[src/rtl/rd53_afe_model_mc.sv]
// rd53_afe_model_mc: clocked behavioural model of a multi-channel pixel analog
// front end. Each channel turns injected charge into a HIT pulse whose length
// is the time-over-threshold. The model covers threshold trim, gain selection,
// power-down, calibration injection, retrigger, dead time and lost-charge
// reporting.
module rd53_afe_model_mc #(
    parameter int unsigned NCH      = 4,
    parameter int unsigned CHARGE_W = 8,
    parameter int unsigned TRIM_W   = 4,
    parameter int unsigned TOT_W    = 4,
    parameter int unsigned DEADTIME = 2,
    parameter int unsigned CAL_Q_HI = 100,
    parameter int unsigned CAL_Q_MI = 20
) (
    input  logic                      CLK_BX,
    input  logic                      RST_B,
    input  logic [NCH*CHARGE_W-1:0]   PIXEL_Q,
    input  logic [NCH-1:0]            PIXEL_Q_VALID,
    input  logic [CHARGE_W-1:0]       VTH,
    input  logic [NCH*TRIM_W-1:0]     TH_DAC,
    input  logic [NCH-1:0]            GAIN_SEL,
    input  logic [NCH-1:0]            POWER_DOWN,
    input  logic [NCH-1:0]            CAL_EN,
    input  logic                      CAL_HI,
    input  logic                      CAL_MI,
    output logic [NCH-1:0]            HIT,
    output logic [NCH-1:0]            LOST
);

    localparam int unsigned THR_W    = CHARGE_W + 2;
    localparam int unsigned Q_MAX    = (1 << CHARGE_W) - 1;
    localparam int unsigned TOT_MAX  = (1 << TOT_W) - 1;
    localparam int unsigned TRIM_MID = 1 << (TRIM_W - 1);
    localparam int unsigned DCNT_W   = (DEADTIME > 1) ? $clog2(DEADTIME + 1) : 1;

    typedef enum logic [1:0] {
        ST_IDLE = 2'd0,
        ST_HIT  = 2'd1,
        ST_DEAD = 2'd2
    } ch_state_t;

    logic cal_hi_q;
    logic cal_mi_q;
    logic hi_rise;
    logic mi_rise;

    // Previous-cycle strobe levels; global, so they keep tracking while channels are powered down.
    always_ff @(posedge CLK_BX) begin
        // NOTE: reset is sampled on the clock edge like any other input, so it sits inside the clocked block.
        if (!RST_B) begin
            cal_hi_q <= 1'b0;
            cal_mi_q <= 1'b0;
        end else begin
            cal_hi_q <= CAL_HI;
            cal_mi_q <= CAL_MI;
        end
    end

    assign hi_rise = CAL_HI & ~cal_hi_q;
    assign mi_rise = CAL_MI & ~cal_mi_q;

    for (genvar i = 0; i < NCH; i++) begin : g_ch
        logic [CHARGE_W-1:0]     pix_q;
        logic [TRIM_W-1:0]       trim;
        logic signed [THR_W-1:0] thr_raw;
        logic [CHARGE_W-1:0]     thr;
        logic [31:0]             q_sum;
        logic [CHARGE_W-1:0]     q;
        logic [CHARGE_W-1:0]     excess;
        logic [31:0]             tot_full;
        logic [TOT_W-1:0]        tot;
        logic                    qual;
        ch_state_t               state;
        logic [TOT_W-1:0]        cnt;
        logic [TOT_W-1:0]        cnt_dec;
        logic [DCNT_W-1:0]       dcnt;
        logic                    hit_q;
        logic                    lost_q;

        assign pix_q   = PIXEL_Q[i*CHARGE_W +: CHARGE_W];
        assign trim    = TH_DAC[i*TRIM_W +: TRIM_W];
        assign cnt_dec = cnt - TOT_W'(1);

        // Effective threshold, saturated charge sum and resulting ToT for this cycle.
        always_comb begin
            // NOTE: every signal is given a value up front so no path through the block infers a latch.
            thr      = CHARGE_W'(1);
            q_sum    = '0;
            thr_raw  = $signed({2'b00, VTH}) + $signed(THR_W'(trim)) - $signed(THR_W'(TRIM_MID));
            // Floor of 1 keeps zero charge from ever firing; ceiling is the charge range.
            if (thr_raw[THR_W-1] || (thr_raw == '0)) begin
                thr = CHARGE_W'(1);
            end else if (|thr_raw[THR_W-2:CHARGE_W]) begin
                thr = CHARGE_W'(Q_MAX);
            end else begin
                thr = thr_raw[CHARGE_W-1:0];
            end
            if (PIXEL_Q_VALID[i]) begin
                q_sum = 32'(pix_q);
            end
            if (CAL_EN[i]) begin
                if (hi_rise) q_sum = q_sum + CAL_Q_HI;
                if (mi_rise) q_sum = q_sum + CAL_Q_MI;
            end
            q        = (q_sum > Q_MAX) ? CHARGE_W'(Q_MAX) : q_sum[CHARGE_W-1:0];
            qual     = (q >= thr) && (q != '0);
            excess   = q - thr;
            tot_full = (GAIN_SEL[i] ? 32'(excess >> 2) : 32'(excess >> 1)) + 32'd1;
            tot      = (tot_full > TOT_MAX) ? TOT_W'(TOT_MAX) : tot_full[TOT_W-1:0];
        end

        // Per-channel IDLE/HIT/DEAD sequencer; power-down aborts exactly like reset, without dead time.
        always_ff @(posedge CLK_BX) begin
            // NOTE: non-blocking assignments so every register here sees the pre-edge values of the others.
            if (!RST_B || POWER_DOWN[i]) begin
                state  <= ST_IDLE;
                cnt    <= '0;
                dcnt   <= '0;
                hit_q  <= 1'b0;
                lost_q <= 1'b0;
            end else begin
                lost_q <= 1'b0;
                unique case (state)
                    ST_IDLE: begin
                        if (qual) begin
                            state <= ST_HIT;
                            cnt   <= tot;
                            hit_q <= 1'b1;
                        end
                    end
                    ST_HIT: begin
                        if (qual) begin
                            cnt <= (cnt_dec > tot) ? cnt_dec : tot;
                        end else if (cnt <= TOT_W'(1)) begin
                            cnt   <= '0;
                            hit_q <= 1'b0;
                            if (DEADTIME == 0) begin
                                state <= ST_IDLE;
                            end else begin
                                state <= ST_DEAD;
                                dcnt  <= DCNT_W'(DEADTIME);
                            end
                        end else begin
                            cnt <= cnt_dec;
                        end
                    end
                    ST_DEAD: begin
                        lost_q <= qual;
                        if (dcnt <= DCNT_W'(1)) begin
                            state <= ST_IDLE;
                            dcnt  <= '0;
                        end else begin
                            dcnt <= dcnt - DCNT_W'(1);
                        end
                    end
                    default: begin
                        state <= ST_IDLE;
                        hit_q <= 1'b0;
                    end
                endcase
            end
        end

        assign HIT[i]  = hit_q;
        assign LOST[i] = lost_q;
    end

endmodule
[config.mk]
export PLATFORM = sky130hd
export DESIGN_NAME = rd53_afe_model_mc
export DESIGN_NICKNAME = d
export VERILOG_FILES = /design/src/rtl/rd53_afe_model_mc.sv
export SDC_FILE = /design/constraint.sdc
export NUM_CORES = 1
export LEC_CHECK = 0
export ABC_AREA = 1
export CAP_MARGIN = 10
export CORE_ASPECT_RATIO = 0.6
export CORE_MARGIN = 4
export CORE_UTILIZATION = 40
export CTS_CLUSTER_SIZE = 8
export DETAILED_ROUTE_END_ITERATION = 10
export GPL_TIMING_DRIVEN = 0
export PLACE_DENSITY = 0.64
export SYNTH_ARGS = -nofsm -noshare
export SYNTH_HDL_FRONTEND = slang
export SYNTH_SLANG_ARGS = --single-unit
[constraint.sdc]
create_clock -name CLK_BX -period 20.3 [get_ports CLK_BX]
set_clock_uncertainty 0.15 [all_clocks]
set_input_delay 4.06 -clock CLK_BX [delete_from_list [all_inputs] [get_ports CLK_BX]]
set_output_delay 4.06 -clock CLK_BX [all_outputs]
set_load 0.005 [all_outputs]
==> flow_summary.json <==
{
  "drt-total-wl_um": 22600,
  "ys_types": 52,
  "dp_hpwl_um": 19100,
  "p_seq_share_pct": 13.5,
  "cp.depth": 43,
  "root_buffer": "clkbuf_16",
  "status": "finished, final reports clean",
  "comb_power_share_pct": 73.5,
  "clkLatencyLatePin_ps": 300,
  "cts_resized": 0,
  "worst-r2r-setup-slack_ps": 14390,
  "syn_nets": 1536,
  "synth_compound_area_share_pct": 18.8,
  "start_util_pct": 40.9,
  "synth_xor_area_share_pct": 7.56,
  "synth_top_family_by_area": "simple AND/OR/NAND/NOR gates",
  "yosysTopAreaCell": "ha_1",
  "yosysSeqAreaShare_pct": 10.2,
  "syn-instance-count": 1348,
  "rsz0062_at_grt": "no",
  "die_w_um": 193,
  "num_vias": 8670,
  "setup_viol": 0,
  "hold_depth": 2,
  "io_pins": 84,
  "drv_cap": 0,
  "drive_gt1_share_pct": 7.93,
  "ys_ff_latch": 42,
  "setup_slack_ps": 9460,
  "cts_tree": "yes",
  "synthAdderAreaFrac_pct": 17.8,
  "postPlaceCellArea_um2": 9360,
  "core_area_um2": 20100,
  "slowest_delay_ps": 460,
  "min_period_ps": 10840,
  "via_per_inst": 5.07,
  "area_delta_synth_final_pct": 16.1,
  "slowest_stage": "clkdlybuf4s50_1",
  "synth_top_area_share_pct": 15.9,
  "critPathLaunchType": "input port",
  "clkPwrFrac_pct": 13.0,
  "maxSlewHeadroom_pct": 58.7,
  "nFillCells": 2052,
  "avgRoutedWirePerCell_um": 13.2,
  "grt-ovfl-total": 0,
  "netSwitchingFraction_pct": 52.2,
  "post_cts_buffers": 0,
  "netlist_top_cells_area": "ha_1, nand2_1, dfxtp_1",
  "synth_mux_area_share_pct": 0.366,
  "final_area_um2": 9520,
  "place.gp.congestion": 0.879,
  "synth_area_um2": 8210,
  "slew_viol_final": 0,
  "tns_ps": 0,
  "hold_buffers": 0,
  "powerDensity_nw_per_um2": 74.2,
  "firstDrtPassIters": 5,
  "cp_common_cell": "inv_1",
  "final_antenna_net_count": 0,
  "fin_util_pct": 47.5,
  "cts_buffers": 5,
  "synth_simple_gate_area_share_pct": 32.5,
  "synth_warnings": 0,
  "cts_htree_levels": 2,
  "tightest_slew_ps": 615,
  "crit_family": "compound AO/OA/AOI/OAI gates",
  "path_clk_slew_ps": 60,
  "grt_pass1_wl_um": 36900,
  "pre_cts_ws_ps": 9270,
  "port_buffers": 81,
  "fin_nets": 1624,
  "reg2reg_depth": 34,
  "worstPathRequired_ps": 20340,
  "finalCritPeriodShare_pct": 53.4,
  "dieArea_um2": 22900,
  "p_int_mw": 0.338,
  "grt_pass1_vias": 7621,
  "avgSynthCellArea_um2": 6.09,
  "num_rows": 40,
  "fmax_mhz": 92.2,
  "power.switching_mw": 0.369,
  "clock_path_buffers": 2,
  "peakVddDrop_mv": 0.0458,
  "cts_sinks": 42,
  "cp_num_buf_inv": 9,
  "grt.total_usage_pct": 19.3,
  "die_h_um": 119,
  "first_iter_violations": 841,
  "grt_start_max_net_pins": 13,
  "worstHoldPathType": "reg2reg",
  "finalHoldViolCount": 0,
  "worstPathArrival_ps": 10880,
  "p_leak_nw": 4.89,
  "cp-end-kind": "register",
  "timing.setup.critical_path_class": "in2reg",
  "antenna_found_initial": 0,
  "cp_max_fo": 7,
  "drc": 0,
  "antenna_cells": 0
}
-- placed cells by master, fill, tap and decap left out, types with 4 or more instances in the layout --
cell	netlist	final
a211oi_1	4	4
a21oi_1	102	102
a21oi_2	5	5
a31oi_1	4	4
buf_2	6	6
buf_4	10	10
buf_6	4	4
clkbuf_16	0	5
clkdlybuf4s50_1	0	81
dfxtp_1	42	42
fa_1	8	8
ha_1	104	104
inv_1	214	214
inv_2	16	16
nand2_1	303	303
nand2_2	24	24
nand2_4	4	4
nand3_1	89	89
nand3_2	4	4
nand3b_1	5	5
nand4_1	24	24
nor2_1	80	80
nor2_2	9	9
nor2_4	4	4
nor3_1	22	22
nor4_1	4	4
o211ai_1	14	14
o21ai_0	95	95
o21ai_1	14	14
o21bai_1	14	14
o22ai_1	6	6
or2_2	13	13
xnor2_1	15	15
xor2_1	54	54
-- worst min-delay path, cell delays in order, from the launching register on --
cell	delay (ps)
dfxtp_1	310
nand2_1	60
a21oi_1	50
-- final timing paths --
| path | startpoint | end |
|---|---|---|
| setup / recovery | VTH[3] | g_ch[3].cnt[1] |
| hold / removal | g_ch[0].hit_q | g_ch[0].hit_q |
| setup reg to reg | cal_hi_q | g_ch[3].cnt[1] |
| hold reg to reg | g_ch[0].hit_q | g_ch[0].hit_q |
-- cell families after synthesis --
logic type / count (synthesis)
multiplexers: 3
AND/OR/NAND/NOR: 589
flip-flops: 42
buffers and inverters: 258
adder cells (fa/ha/maj): 112
AO/OA/AOI/OAI: 274
XOR/XNOR: 70
-- through the flow --
step,power (mW),cells,hold slack [ps]
finish,0.707,1710,315
global route,0.791,1710,344
CTS,0.704,1710,313
detailed placement,0.609,1702,303
global placement,0.599,1702,301
floorplan,0.495,1348,289
-- power groups by stage --
stage | Clock [mW] | Sequential [mW] | Combinational [mW]
5_1_grt | 0.0988 | 0.0966 | 0.596
6_report | 0.0919 | 0.0956 | 0.519
3_5_place_dp | 0 | 0.0972 | 0.511
4_1_cts | 0.0945 | 0.0954 | 0.514
2_1_floorplan | 0 | 0.0956 | 0.399
3_3_place_gp | 0 | 0.0972 | 0.502
-- state kept, by name (all words and copies together) (netlist names) --
register and cells:
g_ch.state 8, g_ch.lost_q 4, g_ch.dcnt 8, cal_mi_q 1, g_ch.cnt 16, cal_hi_q 1
g_ch.hit_q 4
-- layout make-up --
type,instances,area [um^2],area share (%)
tap,273,342,3.59
sequential,42,841,8.83
buffer,25,169,1.77
timing repair buffer,81,811,8.51
clock buffer,8,166,1.75
multi-input combinational,1048,6320,66.4
inverter,233,876,9.20
-- metal layers --
layer / up-vias / global-route usage [%] / share of wire, %
li1: 4605 / - / -
met1: 3808 / 32.4 / 56
met2: 243 / 25.0 / 36
met3: 14 / 3.16 / 7.0
met4: 0 / 3.36 / 1.1
met5: - / 0 / 0
-- cell usage after synthesis, drive strengths merged --
master / n
a211oi: 4
a21o: 2
a21oi: 107
a22oi: 2
a31o: 1
a31oi: 4
a41oi: 1
and3: 1
buf: 22
clkbuf: 3
clkinv: 3
dfxtp: 42
fa: 8
ha: 104
inv: 230
mux2i: 3
nand2: 331
nand3: 93
nand3b: 5
nand4: 24
nor2: 94
nor3: 22
nor4: 4
o2111ai: 2
o211ai: 14
o21a: 1
o21ai: 111
o21bai: 14
o221ai: 3
o22ai: 6
o2bb2ai: 1
o311ai: 1
or2: 13
or4: 2
xnor2: 15
xor2: 55
Power figures use the tool's default switching activity.
